<file path="config.mk">
export PLATFORM = sky130hd
export DESIGN_NAME = sc_psr_cond_flat
export DESIGN_NICKNAME = d
export VERILOG_FILES = /design/src/rtl/sc_psr_cond_pkg.sv /design/src/rtl/sc_psr_cond_if.sv /design/src/rtl/sc_cond_eval.sv /design/src/rtl/sc_psr_cond.sv /design/src/flat_wrapper.sv
export SDC_FILE = /design/constraint.sdc
export NUM_CORES = 1
export LEC_CHECK = 0
export CORE_UTILIZATION = 30
export CTS_CLUSTER_DIAMETER = 60
export CTS_CLUSTER_SIZE = 24
export DETAILED_ROUTE_END_ITERATION = 10
export PLACE_DENSITY = 0.68
export SYNTH_ARGS = -nofsm -noshare
export SYNTH_HDL_FRONTEND = slang
export SYNTH_SLANG_ARGS = --single-unit
</file>
<file path="constraint.sdc">
create_clock -name sc_psr_cond_CLOCK_50 -period 3.3 [get_ports sc_psr_cond_CLOCK_50]
set_input_delay 0.66 -clock sc_psr_cond_CLOCK_50 [delete_from_list [all_inputs] [get_ports sc_psr_cond_CLOCK_50]]
set_output_delay 0.66 -clock sc_psr_cond_CLOCK_50 [all_outputs]
set_load 0.02 [all_outputs]
</file>
<file path="src/rtl/sc_psr_cond_pkg.sv">
// Shared definitions for the PSR / branch-condition unit: condition codes,
// FSM state encoding and flag bit positions.
package sc_psr_cond_pkg;

    localparam logic [3:0] COND_NEVER  = 4'd0;
    localparam logic [3:0] COND_ALWAYS = 4'd1;
    localparam logic [3:0] COND_EQ     = 4'd2;
    localparam logic [3:0] COND_NE     = 4'd3;
    localparam logic [3:0] COND_CS     = 4'd4;
    localparam logic [3:0] COND_CC     = 4'd5;
    localparam logic [3:0] COND_NEG    = 4'd6;
    localparam logic [3:0] COND_POS    = 4'd7;
    localparam logic [3:0] COND_VS     = 4'd8;
    localparam logic [3:0] COND_VC     = 4'd9;
    localparam logic [3:0] COND_LT     = 4'd10;
    localparam logic [3:0] COND_GE     = 4'd11;
    localparam logic [3:0] COND_LE     = 4'd12;
    localparam logic [3:0] COND_GT     = 4'd13;
    localparam logic [3:0] COND_LEU    = 4'd14;
    localparam logic [3:0] COND_GU     = 4'd15;

    typedef enum logic {
        ST_IDLE = 1'b0,
        ST_HOLD = 1'b1
    } state_e;

    localparam int PSR_C = 0;
    localparam int PSR_V = 1;
    localparam int PSR_Z = 2;
    localparam int PSR_N = 3;

    // ALU flags arrive active-low; the register stores them active-high.
    function automatic logic [3:0] flags_from_inlow(input logic n_l, input logic z_l,
                                                    input logic v_l, input logic c_l);
        logic [3:0] f;
        f        = 4'b0000;
        f[PSR_N] = ~n_l;
        f[PSR_Z] = ~z_l;
        f[PSR_V] = ~v_l;
        f[PSR_C] = ~c_l;
        return f;
    endfunction

endpackage

</file>
<file path="src/rtl/sc_psr_cond_if.sv">
// Bus bundle between the ALU/control side and the PSR / branch-condition unit.
interface sc_psr_cond_if #(
    parameter int DATAWIDTH_BUS   = 32,
    parameter int DATAWIDTH_COND  = 4,
    parameter int DATAWIDTH_COUNT = 16
);
    logic                       sc_psr_cond_overflow_InLow;
    logic                       sc_psr_cond_carry_InLow;
    logic                       sc_psr_cond_negative_InLow;
    logic                       sc_psr_cond_zero_InLow;
    logic                       sc_psr_cond_SetCode_In;
    logic                       sc_psr_cond_psrWrite_In;
    logic [DATAWIDTH_BUS-1:0]   sc_psr_cond_data_InBus;
    logic                       sc_psr_cond_evalValid_In;
    logic [DATAWIDTH_COND-1:0]  sc_psr_cond_cond_InBus;
    logic                       sc_psr_cond_evalReady_Out;
    logic                       sc_psr_cond_resultValid_Out;
    logic                       sc_psr_cond_taken_Out;
    logic                       sc_psr_cond_resultAck_In;
    logic [DATAWIDTH_BUS-1:0]   sc_psr_cond_psr_OutBus;
    logic [DATAWIDTH_COUNT-1:0] sc_psr_cond_takenCount_OutBus;

    modport master (
        output sc_psr_cond_overflow_InLow, sc_psr_cond_carry_InLow,
               sc_psr_cond_negative_InLow, sc_psr_cond_zero_InLow,
               sc_psr_cond_SetCode_In, sc_psr_cond_psrWrite_In, sc_psr_cond_data_InBus,
               sc_psr_cond_evalValid_In, sc_psr_cond_cond_InBus, sc_psr_cond_resultAck_In,
        input  sc_psr_cond_evalReady_Out, sc_psr_cond_resultValid_Out, sc_psr_cond_taken_Out,
               sc_psr_cond_psr_OutBus, sc_psr_cond_takenCount_OutBus
    );

    modport slave (
        input  sc_psr_cond_overflow_InLow, sc_psr_cond_carry_InLow,
               sc_psr_cond_negative_InLow, sc_psr_cond_zero_InLow,
               sc_psr_cond_SetCode_In, sc_psr_cond_psrWrite_In, sc_psr_cond_data_InBus,
               sc_psr_cond_evalValid_In, sc_psr_cond_cond_InBus, sc_psr_cond_resultAck_In,
        output sc_psr_cond_evalReady_Out, sc_psr_cond_resultValid_Out, sc_psr_cond_taken_Out,
               sc_psr_cond_psr_OutBus, sc_psr_cond_takenCount_OutBus
    );

endinterface

</file>
<file path="src/rtl/sc_cond_eval.sv">
// Purely combinational branch-condition evaluator over active-high {N,Z,V,C};
// kept standalone so a branch predictor can reuse it.
module sc_cond_eval
    import sc_psr_cond_pkg::*;
(
    input  logic [3:0] flags_s,
    input  logic [3:0] cond_s,
    output logic       taken_s
);

    logic n_s, z_s, v_s, c_s, lt_s, le_s, leu_s;

    assign n_s   = flags_s[PSR_N];
    assign z_s   = flags_s[PSR_Z];
    assign v_s   = flags_s[PSR_V];
    assign c_s   = flags_s[PSR_C];
    assign lt_s  = n_s ^ v_s;
    assign le_s  = z_s | lt_s;
    assign leu_s = c_s | z_s;

    // Condition decode.
    always_comb begin
        taken_s = 1'b0;
        case (cond_s)
            COND_NEVER:  taken_s = 1'b0;
            COND_ALWAYS: taken_s = 1'b1;
            COND_EQ:     taken_s = z_s;
            COND_NE:     taken_s = ~z_s;
            COND_CS:     taken_s = c_s;
            COND_CC:     taken_s = ~c_s;
            COND_NEG:    taken_s = n_s;
            COND_POS:    taken_s = ~n_s;
            COND_VS:     taken_s = v_s;
            COND_VC:     taken_s = ~v_s;
            COND_LT:     taken_s = lt_s;
            COND_GE:     taken_s = ~lt_s;
            COND_LE:     taken_s = le_s;
            COND_GT:     taken_s = ~le_s;
            COND_LEU:    taken_s = leu_s;
            COND_GU:     taken_s = ~leu_s;
            default:     taken_s = 1'b0;
        endcase
    end

endmodule

</file>
<file path="src/rtl/sc_psr_cond.sv">
// Processor status register with a valid/ready branch-condition evaluator
// and a saturating taken-branch counter.
module sc_psr_cond
    import sc_psr_cond_pkg::*;
#(
    parameter int DATAWIDTH_BUS   = 32,
    parameter int DATAWIDTH_COND  = 4,
    parameter int DATAWIDTH_COUNT = 16
) (
    input logic          sc_psr_cond_CLOCK_50,
    input logic          sc_psr_cond_RESET_InLow,
    sc_psr_cond_if.slave bus
);

    logic [3:0]                 flags_d, flags_q;
    state_e                     state_d, state_q;
    logic                       result_valid_d, result_valid_q;
    logic                       eval_ready_d, eval_ready_q;
    logic                       taken_d, taken_q;
    logic [DATAWIDTH_COUNT-1:0] count_d, count_q;
    logic                       eval_taken_s;
    logic                       unused_data_s;

    // Only the low nibble of the bus carries flag data.
    assign unused_data_s = ^{1'b0, bus.sc_psr_cond_data_InBus[DATAWIDTH_BUS-1:4],
                             bus.sc_psr_cond_cond_InBus[DATAWIDTH_COND-1:0]};

    // The evaluator always sees pre-edge flags, so a coincident flag update
    // only affects later requests.
    sc_cond_eval u_cond_eval (
        .flags_s (flags_q),
        .cond_s  (bus.sc_psr_cond_cond_InBus[3:0]),
        .taken_s (eval_taken_s)
    );

    // Flag register next value: bus write beats ALU set-code.
    always_comb begin
        if (bus.sc_psr_cond_psrWrite_In) begin
            flags_d = bus.sc_psr_cond_data_InBus[3:0];
        end else if (bus.sc_psr_cond_SetCode_In) begin
            flags_d = flags_from_inlow(bus.sc_psr_cond_negative_InLow, bus.sc_psr_cond_zero_InLow,
                                       bus.sc_psr_cond_overflow_InLow, bus.sc_psr_cond_carry_InLow);
        end else begin
            flags_d = flags_q;
        end
    end

    // Handshake FSM, result capture and taken counter.
    always_comb begin
        state_d = state_q;
        taken_d = taken_q;
        count_d = count_q;
        case (state_q)
            ST_IDLE: begin
                if (bus.sc_psr_cond_evalValid_In) begin
                    state_d = ST_HOLD;
                    taken_d = eval_taken_s;
                    if (eval_taken_s && (count_q != {DATAWIDTH_COUNT{1'b1}})) begin
                        count_d = count_q + {{(DATAWIDTH_COUNT-1){1'b0}}, 1'b1};
                    end else begin
                        count_d = count_q;
                    end
                end else begin
                    state_d = ST_IDLE;
                end
            end
            ST_HOLD: begin
                if (bus.sc_psr_cond_resultAck_In) begin
                    state_d = ST_IDLE;
                end else begin
                    state_d = ST_HOLD;
                end
            end
            default: state_d = ST_IDLE;
        endcase
        result_valid_d = (state_d == ST_HOLD);
        eval_ready_d   = (state_d == ST_IDLE);
    end

    // State and output registers; reset clears the result asynchronously.
    always_ff @(posedge sc_psr_cond_CLOCK_50 or negedge sc_psr_cond_RESET_InLow) begin
        if (!sc_psr_cond_RESET_InLow) begin
            flags_q        <= 4'b0000;
            state_q        <= ST_IDLE;
            result_valid_q <= 1'b0;
            eval_ready_q   <= 1'b1;
            taken_q        <= 1'b0;
            count_q        <= {DATAWIDTH_COUNT{1'b0}};
        end else begin
            flags_q        <= flags_d;
            state_q        <= state_d;
            result_valid_q <= result_valid_d;
            eval_ready_q   <= eval_ready_d;
            taken_q        <= taken_d;
            count_q        <= count_d;
        end
    end

    assign bus.sc_psr_cond_evalReady_Out     = eval_ready_q;
    assign bus.sc_psr_cond_resultValid_Out   = result_valid_q;
    assign bus.sc_psr_cond_taken_Out         = taken_q;
    assign bus.sc_psr_cond_psr_OutBus        = {{(DATAWIDTH_BUS-4){1'b0}}, flags_q};
    assign bus.sc_psr_cond_takenCount_OutBus = count_q;

endmodule
</file>
<file path="src/flat_wrapper.sv">
// flat-port wrapper written by rule: the top's interface ports become plain ports
module sc_psr_cond_flat import sc_psr_cond_pkg::*;
#(
    parameter int DATAWIDTH_BUS   = 32,
    parameter int DATAWIDTH_COND  = 4,
    parameter int DATAWIDTH_COUNT = 16
)
  (sc_psr_cond_CLOCK_50, sc_psr_cond_RESET_InLow, bus_sc_psr_cond_overflow_InLow, bus_sc_psr_cond_carry_InLow, bus_sc_psr_cond_negative_InLow, bus_sc_psr_cond_zero_InLow, bus_sc_psr_cond_SetCode_In, bus_sc_psr_cond_psrWrite_In, bus_sc_psr_cond_data_InBus, bus_sc_psr_cond_evalValid_In, bus_sc_psr_cond_cond_InBus, bus_sc_psr_cond_resultAck_In, bus_sc_psr_cond_evalReady_Out, bus_sc_psr_cond_resultValid_Out, bus_sc_psr_cond_taken_Out, bus_sc_psr_cond_psr_OutBus, bus_sc_psr_cond_takenCount_OutBus);
  sc_psr_cond_if #(.DATAWIDTH_BUS(DATAWIDTH_BUS), .DATAWIDTH_COND(DATAWIDTH_COND), .DATAWIDTH_COUNT(DATAWIDTH_COUNT)) bus_i ();
  input logic sc_psr_cond_CLOCK_50;
  input logic sc_psr_cond_RESET_InLow;
  input wire logic [$bits(bus_i.sc_psr_cond_overflow_InLow)-1:0] bus_sc_psr_cond_overflow_InLow;
  input wire logic [$bits(bus_i.sc_psr_cond_carry_InLow)-1:0] bus_sc_psr_cond_carry_InLow;
  input wire logic [$bits(bus_i.sc_psr_cond_negative_InLow)-1:0] bus_sc_psr_cond_negative_InLow;
  input wire logic [$bits(bus_i.sc_psr_cond_zero_InLow)-1:0] bus_sc_psr_cond_zero_InLow;
  input wire logic [$bits(bus_i.sc_psr_cond_SetCode_In)-1:0] bus_sc_psr_cond_SetCode_In;
  input wire logic [$bits(bus_i.sc_psr_cond_psrWrite_In)-1:0] bus_sc_psr_cond_psrWrite_In;
  input wire logic [$bits(bus_i.sc_psr_cond_data_InBus)-1:0] bus_sc_psr_cond_data_InBus;
  input wire logic [$bits(bus_i.sc_psr_cond_evalValid_In)-1:0] bus_sc_psr_cond_evalValid_In;
  input wire logic [$bits(bus_i.sc_psr_cond_cond_InBus)-1:0] bus_sc_psr_cond_cond_InBus;
  input wire logic [$bits(bus_i.sc_psr_cond_resultAck_In)-1:0] bus_sc_psr_cond_resultAck_In;
  output wire logic [$bits(bus_i.sc_psr_cond_evalReady_Out)-1:0] bus_sc_psr_cond_evalReady_Out;
  output wire logic [$bits(bus_i.sc_psr_cond_resultValid_Out)-1:0] bus_sc_psr_cond_resultValid_Out;
  output wire logic [$bits(bus_i.sc_psr_cond_taken_Out)-1:0] bus_sc_psr_cond_taken_Out;
  output wire logic [$bits(bus_i.sc_psr_cond_psr_OutBus)-1:0] bus_sc_psr_cond_psr_OutBus;
  output wire logic [$bits(bus_i.sc_psr_cond_takenCount_OutBus)-1:0] bus_sc_psr_cond_takenCount_OutBus;
  assign bus_i.sc_psr_cond_overflow_InLow = bus_sc_psr_cond_overflow_InLow;
  assign bus_i.sc_psr_cond_carry_InLow = bus_sc_psr_cond_carry_InLow;
  assign bus_i.sc_psr_cond_negative_InLow = bus_sc_psr_cond_negative_InLow;
  assign bus_i.sc_psr_cond_zero_InLow = bus_sc_psr_cond_zero_InLow;
  assign bus_i.sc_psr_cond_SetCode_In = bus_sc_psr_cond_SetCode_In;
  assign bus_i.sc_psr_cond_psrWrite_In = bus_sc_psr_cond_psrWrite_In;
  assign bus_i.sc_psr_cond_data_InBus = bus_sc_psr_cond_data_InBus;
  assign bus_i.sc_psr_cond_evalValid_In = bus_sc_psr_cond_evalValid_In;
  assign bus_i.sc_psr_cond_cond_InBus = bus_sc_psr_cond_cond_InBus;
  assign bus_i.sc_psr_cond_resultAck_In = bus_sc_psr_cond_resultAck_In;
  assign bus_sc_psr_cond_evalReady_Out = bus_i.sc_psr_cond_evalReady_Out;
  assign bus_sc_psr_cond_resultValid_Out = bus_i.sc_psr_cond_resultValid_Out;
  assign bus_sc_psr_cond_taken_Out = bus_i.sc_psr_cond_taken_Out;
  assign bus_sc_psr_cond_psr_OutBus = bus_i.sc_psr_cond_psr_OutBus;
  assign bus_sc_psr_cond_takenCount_OutBus = bus_i.sc_psr_cond_takenCount_OutBus;
  sc_psr_cond #(.DATAWIDTH_BUS(DATAWIDTH_BUS), .DATAWIDTH_COND(DATAWIDTH_COND), .DATAWIDTH_COUNT(DATAWIDTH_COUNT)) u_core (.sc_psr_cond_CLOCK_50(sc_psr_cond_CLOCK_50), .sc_psr_cond_RESET_InLow(sc_psr_cond_RESET_InLow), .bus(bus_i));
endmodule
</file>
Word level (Yosys, flattened, before mapping)

Index checks and enable logic that the tools add are counted.

Bitwise gates (word level): 16
Reduce and logical (&&, ||, !) cells: 5
Multiplexer cells: 6
Add/subtract/negate cells: 1
Equality and inequality tests: 16

Operators by type and width:

| kind                  | count |
|---|---|
| $eq 4x4->1 const B    | 8 |
| $add 16x1->16 const B | 1 |
| $eq 4x3->1 const B    | 4 |
| $ne 16x16->1 const B  | 1 |
| $pmux 1 s16           | 1 |
| $not 1->1             | 13 |
| $eq 4x2->1 const B    | 2 |
| $mux 4                | 2 |
| $eq 4x1->1 const B    | 1 |
| $logic_not 4->1       | 1 |
| $reduce_and 3->1      | 1 |
| $mux 1                | 2 |
| $or 1x1->1            | 2 |
| $pmux 1 s2            | 1 |
| $reduce_and 2->1      | 1 |
| $reduce_bool 2->1     | 1 |
| $logic_and 1x1->1     | 1 |
| $xor 1x1->1           | 1 |

Word-level logic and storage cells: 49
Input port bits: 46
Output and inout port bits: 51
Register bits after elaboration: 23

Longest topological paths before layout

Gate-level depths: netlist of the first run.

Depth after elaboration: 6
Mapped depth: 8
Depth with buffers taken out: 6

Cells and area by module

Synthesis of the first run repeated with hierarchy kept, for this count alone.

Cell total of the unflattened synthesis: 157
Area total of the unflattened synthesis: 1503.9 sq um

By module, submodules not included:

| module       | seq. area each (sq um) | instances | cells an instance | area an instance (sq um) |
|---|---|---|---|---|
| sc_psr_cond  | 576.8                  | 1         | 132               | 1343.8 |
| sc_cond_eval | 0.0                    | 1         | 25                | 160.2 |

Worst setup path before layout of the first run

Ideal clock, no wire load.

Kind: input to register
Start: in bus_sc_psr_cond_cond_InBus[1]
End: reg u_core.count_q[14] (netlist: u_core.bus.sc_psr_cond_takenCount_OutBus[14])
Path buffers: 1
Setup slack: 1081 ps
Library setup time: 128 ps
Data required time: 3172 ps
Arrival time: 2091 ps
Stages: 6
Cells stage by stage: clkbuf_8 or4_1 nand3_2 nor4_4 nor4_2 mux2_1

Word-level cells in the longest chain between the ends: 4
Elaborated cells between the ends (all ways): 19
Those cells by class: 15 x eq/ne; 1 x mux; 3 x reduce/logical

Ends and longest elaborated chain:

| item                               | RTL line           | text |
|---|---|---|
| start, declared                    | flat_wrapper.sv:20 | `input wire logic [$bits(bus_i.sc_psr_cond_cond_InBus)-1:0] bus_sc_psr_cond_cond_InBus;` |
| $eq 4x4->1 (tied with other cells) | sc_cond_eval.sv:24 | `case (cond_s)` |
| $pmux 1 s16 *                      | sc_cond_eval.sv:24 |  |
| $logic_and 1x1->1 *                | sc_psr_cond.sv:58  | `if (eval_taken_s && (count_q != {DATAWIDTH_COUNT{1'b1}})) begin` |
| $reduce_and 3->1 (no line) *       | n/a                |  |
| end signal, assigned               | sc_psr_cond.sv:88  | `count_q <= {DATAWIDTH_COUNT{1'b0}};` |
| end signal, assigned               | sc_psr_cond.sv:95  | `count_q <= count_d;` |
| end, declared                      | sc_psr_cond.sv:20  | `logic [DATAWIDTH_COUNT-1:0] count_d, count_q;` |

Every way passes the cells marked *; elsewhere a longest branch is shown, timed or not.
A chain may end at the register's enable or synchronous reset.

Worst setup path after layout of the first run

Start: in bus_sc_psr_cond_cond_InBus[0]
End: reg u_core.count_q[14] (netlist: u_core.bus.sc_psr_cond_takenCount_OutBus[14])

The elaborated chain is that of the path after synthesis.

==> run_results.csv, run 1 <==
group,metric,value,unit
outcome,status,"finished, final reports clean",
place,hpwl,2339,um
clock_network,clk_path_buf_depth,2,
floorplanning,io_pins,97,
clock_network,clock_latency,0.27,ns
detailed_routing,wl_per_cell,11.62,um
yosys,synth.top_cell.area_share,0.3560,
clock_network,clockRootBuffer,"clkbuf_8",
timing,rsz0062_at_grt,"no",
layout,antenna_cells,0,
yosys,async_flop_share,1.000,
yosys,yosysTopAreaCell,"dfrtp_1",
timing,fmax,0.3708,GHz
clock_network,cts_num_sinks,23,
yosys,yosysWarnings,0,
yosys,synth_area_leaders,"dfrtp_1 36%, buf_4 14%, xor2_1 7.9%",
yosys,synth_seq_cells,23,
timing,layout_setup_ws,0.6028,ns
yosys,ys.flop_type,"dfrtp_1",
yosys,synth_edf_count,0,
floorplanning,die_area,5446,sq um
place,post-place-ws,0.3153,ns
clock_network,path_clk_slew,0.08,ns
clock_network,cts-resized-gates,0,
detailed_routing,drc_errors,0,
clock_network,htreeDepth,1,
setup_path,critical-path-top-delay-family,"simple AND/OR/NAND/NOR gates",
setup_path,end_kind,"flip-flop",
detailed_routing,wirelength,3149,um
floorplanning,start_util,0.3190,
global_routing,grt_antenna_before_repair,0,
detailed_routing,vias_per_cell,4.590,
yosys,syn_inst,160,
timing,final-max-slew-violation-count,0,
timing,setup_viol,0,
setup_path,cpMaxStageDelayCell,"clkdlybuf4s50_1",
layout,regArea,576.8,sq um
floorplanning,die_h,73.80,um
timing,fin_crit_sh,0.8173,
detailed_routing,first_pass_iters,4,
place,placement.io_buffers,40,
timing,hold_viol,0,
clock_network,post_cts_buffers,0,
setup_path,critical_path_required,3.45,ns
clock_network,cts_tree,"built",
yosys,syn_area,1546,sq um
floorplanning,coreArea,4848,sq um
place,place.gp.congestion,0.7424,
clock_network,holdBufCountCts,0,
setup_path,worstPathCellList,"clkdlybuf4s50_1 -> nand3_1 -> or4_1 -> nand3_2 -> nor4_4 -> buf_4 -> nor4_2 -> mux2_1",
layout,nNetsFinal,252,
yosys,synth.avg_cell_area,9.666,sq um
pwr,power-per-cell-area,431.6,nW/um^2
setup_path,crit_buf_inv,2,
layout,fillerInstances,495,
yosys,ys_seq_area_frac,0.3730,
yosys,yosysUniqueCellTypes,39,
global_routing,grt_pass1_vias,1091,
timing,finalCriticalPeriod,2.697,ns
timing,fin_tns_setup,0,ns
setup_path,critPathKind,"in2reg",
setup_path,critPathMaxFanout,17,
setup_path,cp-start-kind,"primary input",
worst_hold_path,hp-class,"reg2reg",
clock_network,numCtsBuffers,3,
global_routing,grt_max_degree,24,
timing,fin_skew,0.001875,ns
pwr,leakagePower,0.8976,nW
global_routing,grt_usage,0.1227,
floorplanning,die-width,73.80,um
global_routing,overflow,0,
job,drv_cap,0,
layout,multi_input_area,815.8,sq um
layout,drive_above_1_share,0.1029,
floorplanning,num_rows,25,
global_routing,grt_pass1_wl,5112,um
detailed_routing,dr.first_iter.drc_count,59,
layout,syn_to_final_growth,27.18,%
detailed_routing,ant_nets,0,
detailed_routing,num_vias,1244,
setup_path,worstPathArrival,2.85,ns
setup_path,cpPeakStageDelay,0.59,ns
pwr,vdd_ir_drop_max,0.1992,mV
-- cell usage after synthesis, types with 3 or more instances --
library cell and number:
a21oi_1 3, and4_1 3, buf_4 28, dfrtp_1 22, inv_1 4, nand2_1 13
nand3_1 11, nand4_1 7, nor2_1 4, nor3_1 8, nor4_1 3, o21ai_0 8
xor2_1 14
-- worst paths after layout --
kind	startpoint	end	slack (ns)	cells after the start
hold / removal	u_core.state_q$_DFF_PN0_	u_core.state_q$_DFF_PN0_	0.50	1
setup / recovery	bus_sc_psr_cond_cond_InBus[0]	u_core.bus.sc_psr_cond_takenCount_OutBus[14]$_DFFE_PN0P_	0.60	8
max in group asynchronous	sc_psr_cond_RESET_InLow	u_core.bus.sc_psr_cond_evalReady_Out$_DFF_PN1_	2.28	2
setup reg to reg	u_core.flags_q[3]$_DFFE_PN0P_	u_core.bus.sc_psr_cond_takenCount_OutBus[14]$_DFFE_PN0P_	1.11	7
hold reg to reg	u_core.state_q$_DFF_PN0_	u_core.state_q$_DFF_PN0_	0.50	1
min in group asynchronous	sc_psr_cond_RESET_InLow	u_core.bus.sc_psr_cond_takenCount_OutBus[6]$_DFFE_PN0P_	0.74	2
-- stage by stage --
stage            util  instance area (sq um)  power, mW  cells  hold slack [ns]
2_1_floorplan       -                   1648     0.5684    187           0.3644
3_3_place_gp   0.3964                   1922     0.6753    267           0.4659
3_5_place_dp   0.3964                   1922     0.6791    267           0.4942
4_1_cts        0.4057                   1967     0.8583    271           0.5056
5_1_grt        0.4057                   1967     0.9023    271           0.5358
6_report       0.4057                   1967     0.8489    271           0.5032
-- cell families (layout without fill, tap and decap cells) --
kind of cell,Yosys count,count (layout),share of synthesized area
other,1,28,0.002425
flip-flops,23,23,0.3730
adder cells (fa/ha/maj),1,1,0.008089
AO/OA/AOI/OAI,16,16,0.06634
AND/OR/NAND/NOR,64,64,0.2630
XOR/XNOR,15,15,0.08495
buffers and inverters,35,52,0.1650
multiplexers,5,5,0.03721
-- cells in the final DEF (no fill, tap or decap), drive strengths merged, types with 2 or more instances in the layout --
cell type | synthesis | layout
a21oi | 3 | 3
and4 | 3 | 3
buf | 30 | 4
clkbuf | 1 | 4
clkdlybuf4s50 | 0 | 40
conb | 1 | 28
dfrtp | 22 | 22
inv | 4 | 4
mux2 | 3 | 3
mux2i | 2 | 2
nand2 | 13 | 13
nand2b | 2 | 2
nand3 | 13 | 13
nand4 | 7 | 7
nor2 | 5 | 5
nor3 | 10 | 10
nor4 | 5 | 5
o21ai | 8 | 8
o41ai | 2 | 2
xor2 | 14 | 14
-- report_power, final --
group / switching [mW] / internal, mW
Combinational: 0.160 / 0.134
Clock: 0.0896 / 0.0863
Sequential: 0.0574 / 0.321
-- layout make-up --
type / count / share of cell area
clock buffer: 4 / 0.02290
timing repair buffer: 44 / 0.2188
sequential: 23 / 0.2933
tap: 67 / 0.04262
inverter: 4 / 0.007634
multi-input combinational: 129 / 0.4148
-- sequential cells by signal, indices dropped and copies added, names as in the netlist --
signal / count
u_core.flags_q: 4
u_core.bus.sc_psr_cond_evalReady_Out: 1
u_core.state_q: 1
u_core.bus.sc_psr_cond_taken_Out: 1
u_core.bus.sc_psr_cond_takenCount_OutBus: 16
-- layer usage --
layer  wire length (um)  global-route usage  vias up
met5                  0                   0        -
met4                 56             0.05769        0
met3                175             0.02058        5
met2               1497              0.1947       40
met1               1419              0.1620      598
li1                   -                   -      601
Note: power is estimated with default switching activity, not from simulation.
==> run 2: changes to the inputs <==
--- a/config.mk
+++ b/config.mk
@@ -9,7 +9,7 @@
 export CTS_CLUSTER_DIAMETER = 60
 export CTS_CLUSTER_SIZE = 24
 export DETAILED_ROUTE_END_ITERATION = 10
-export PLACE_DENSITY = 0.68
+export PLACE_DENSITY = 0.7
 export SYNTH_ARGS = -nofsm -noshare
 export SYNTH_HDL_FRONTEND = slang
 export SYNTH_SLANG_ARGS = --single-unit
==> constraint.sdc (replaced) <==
create_clock -name sc_psr_cond_CLOCK_50 -period 2.4 [get_ports sc_psr_cond_CLOCK_50]
set_input_delay 0.48 -clock sc_psr_cond_CLOCK_50 [delete_from_list [all_inputs] [get_ports sc_psr_cond_CLOCK_50]]
set_output_delay 0.48 -clock sc_psr_cond_CLOCK_50 [all_outputs]
set_load 0.02 [all_outputs]
==> run 2 against run 1 <==
Effect of this change: sequential share of layout area shrank 1.7 points; cell count increased by 4.4%; hold slack got worse by 0.0064 ns; wire length increased by 4.0%; clock power rose by 41%; clock skew up 0.0033 ns; combinational power grew 52%; die area unchanged; design area rose by 6.3%; sequential cell count did not move; non-clock buffer count increased by 12; critical path type unchanged.
==> run_results.csv, run 2 (synthesis results as in run 1) <==
group,metric,value,unit
timing,final-max-slew-violation-count,0,
place,post_dp_cell_area,2024,sq um
global_routing,overflow,0,
clock_network,numCtsBuffers,3,
global_routing,grt_pass1_wl,5257,um
detailed_routing,vias_per_cell,4.505,
timing,hold_viol,0,
pwr,vdd_ir_drop_max,0.2650,mV
pwr,clockPowerShare,0.205,
timing,fmax,0.4334,GHz
timing,fin_crit_sh,0.9615,
layout,layout.cells.most_common,"clkdlybuf4s50_1",
layout,syn_to_final_growth,35.19,%
worst_hold_path,holdPathEnd,"u_core.bus.sc_psr_cond_taken_Out$_DFFE_PN0P_",
setup_path,cp-start-kind,"primary input",
pwr,p_int,0.7715,mW
layout,largest_register_ff_count,16,
global_routing,grt_max_degree,24,
detailed_routing,num_vias,1275,
timing,hold_ws,0.4967,ns
setup_path,critPathKind,"in2reg",
floorplanning,die-width,73.80,um
outcome,status,"finished, final reports clean",
floorplanning,io_pins,97,
setup_path,critPathMaxFanout,12,
pwr,power-per-cell-area,579.6,nW/um^2
worst_hold_path,hold_depth,2,
detailed_routing,wirelength,3275,um
setup_path,r2r_end,"u_core.bus.sc_psr_cond_takenCount_OutBus[14]$_DFFE_PN0P_",
timing,setup_viol,0,
layout,fillerInstances,485,
place,hpwl,2497,um
clock_network,cts_tree,"built",
layout,antenna_cells,0,
place,place.gp.congestion,0.8024,
clock_network,clock_latency,0.27,ns
clock_network,holdBufCountCts,0,
worst_hold_path,hp-start,"u_core.bus.sc_psr_cond_taken_Out$_DFFE_PN0P_",
global_routing,grt_pass1_vias,1126,
setup_path,worstPathArrival,2.47,ns
pwr,power_frac_comb,0.368,
timing,fin_skew,0.005218,ns
pwr,pwr-share-seq,0.427,
floorplanning,start_util,0.3190,
place,placement.io_buffers,40,
clock_network,htreeDepth,1,
layout,stdcell_area,2091,sq um
clock_network,path_clk_slew,0.09,ns
detailed_routing,ant_nets,0,
layout,regArea,576.8,sq um
floorplanning,coreArea,4848,sq um
layout,nNetsFinal,264,
detailed_routing,dr.first_iter.drc_count,42,
setup_path,critical_path_required,2.56,ns
floorplanning,num_rows,25,
detailed_routing,drc_errors,0,
setup_path,end_kind,"flip-flop",
setup_path,timing.rr.start,"u_core.flags_q[3]$_DFFE_PN0P_",
pwr,p_sw,0.4404,mW
layout,final_cell_mix,"39 x clkdlybuf4s50_1, 28 x conb_1, 22 x dfrtp_1",
pwr,sw_frac_of_total,0.3634,
pwr,power.total,1.212,mW
timing,finalCriticalPeriod,2.308,ns
clock_network,cts_num_sinks,23,
floorplanning,die_h,73.80,um
floorplanning,die_area,5446,sq um
setup_path,rr_worst_depth,7,
setup_path,r2r_setup_slack,0.30,ns
clock_network,clk_path_buf_depth,2,
global_routing,grt_antenna_before_repair,0,
pwr,leakagePower,0.9739,nW
global_routing,grt_usage,0.1243,
layout,drive_above_1_share,0.1667,
job,drv_cap,0,
detailed_routing,wl_per_cell,11.57,um
layout,multi_input_area,834.6,sq um
worst_hold_path,hp-class,"reg2reg",
clock_network,clockRootBuffer,"clkbuf_8",
detailed_routing,first_pass_iters,4,
run 2: what timing repair did:
item                       CTS  global route
setup buffers                0             0
gates resized for setup      1             3
setup endpoints to repair    1             2
run 2: how the worst max path moves through the flow:
stage                                              from                                                       end  slack, ns  cells past startpoint
after floorplan           bus_sc_psr_cond_cond_InBus[1]  u_core.bus.sc_psr_cond_takenCount_OutBus[14]$_DFFE_PN0P_       0.36                      6
after global placement    bus_sc_psr_cond_cond_InBus[0]  u_core.bus.sc_psr_cond_takenCount_OutBus[14]$_DFFE_PN0P_      -0.27                      8
after detailed placement  bus_sc_psr_cond_cond_InBus[0]  u_core.bus.sc_psr_cond_takenCount_OutBus[14]$_DFFE_PN0P_      -0.29                      8
after CTS                 bus_sc_psr_cond_cond_InBus[2]  u_core.bus.sc_psr_cond_takenCount_OutBus[14]$_DFFE_PN0P_       0.05                      8
after global routing      bus_sc_psr_cond_cond_InBus[2]   u_core.bus.sc_psr_cond_takenCount_OutBus[4]$_DFFE_PN0P_     -0.004                      9
final                     bus_sc_psr_cond_cond_InBus[2]  u_core.bus.sc_psr_cond_takenCount_OutBus[14]$_DFFE_PN0P_       0.09                      8
run 2: metal layers:
| metal | wire length (um) | global-route usage | vias to the layer above |
|---|---|---|---|
| met3 | 135 | 0.02058 | 5 |
| li1 | - | - | 625 |
| met2 | 1564 | 0.2029 | 32 |
| met5 | 0 | 0 | - |
| met1 | 1537 | 0.1651 | 613 |
| met4 | 37 | 0.04487 | 0 |
run 2: through the flow:
| step | worst slack, ns | setup TNS, ns | cells | utilization |
|---|---|---|---|---|
| after floorplan | 0.3614 | 0 | 187 | - |
| after global placement | -0.2673 | -2.192 | 279 | 0.4175 |
| after detailed placement | -0.2908 | -2.468 | 279 | 0.4175 |
| after CTS | 0.05492 | 0 | 283 | 0.4274 |
| after global routing | -0.003796 | -0.003796 | 283 | 0.4312 |
| final | 0.09250 | 0 | 283 | 0.4312 |
run 2: final cells by class:
| type | count | share of cell area |
|---|---|---|
| Inverter | 4 | 0.007181 |
| Tap cell | 67 | 0.04010 |
| Multi-Input combinational cell | 129 | 0.3992 |
| Timing Repair Buffer | 56 | 0.2543 |
| Clock inverter | 1 | 0.003591 |
| Sequential cell | 23 | 0.2759 |
| Clock buffer | 3 | 0.01975 |
run 2: critical path, stage by stage:
cell and delay, ns:
clkdlybuf4s50_1 0.48, nand3_1 0.10, or4_4 0.49, nand3_2 0.11, nor4_4 0.06, buf_12 0.15, nor4_4 0.26, mux2_1 0.34
run 2: power groups by stage:
stage	clock (mW)	combinational, mW	sequential (mW)
after detailed placement	0	0.444	0.524
after floorplan	0	0.205	0.577
final	0.248	0.446	0.518
after CTS	0.258	0.446	0.517
after global routing	0.276	0.482	0.530
after global placement	0	0.438	0.523
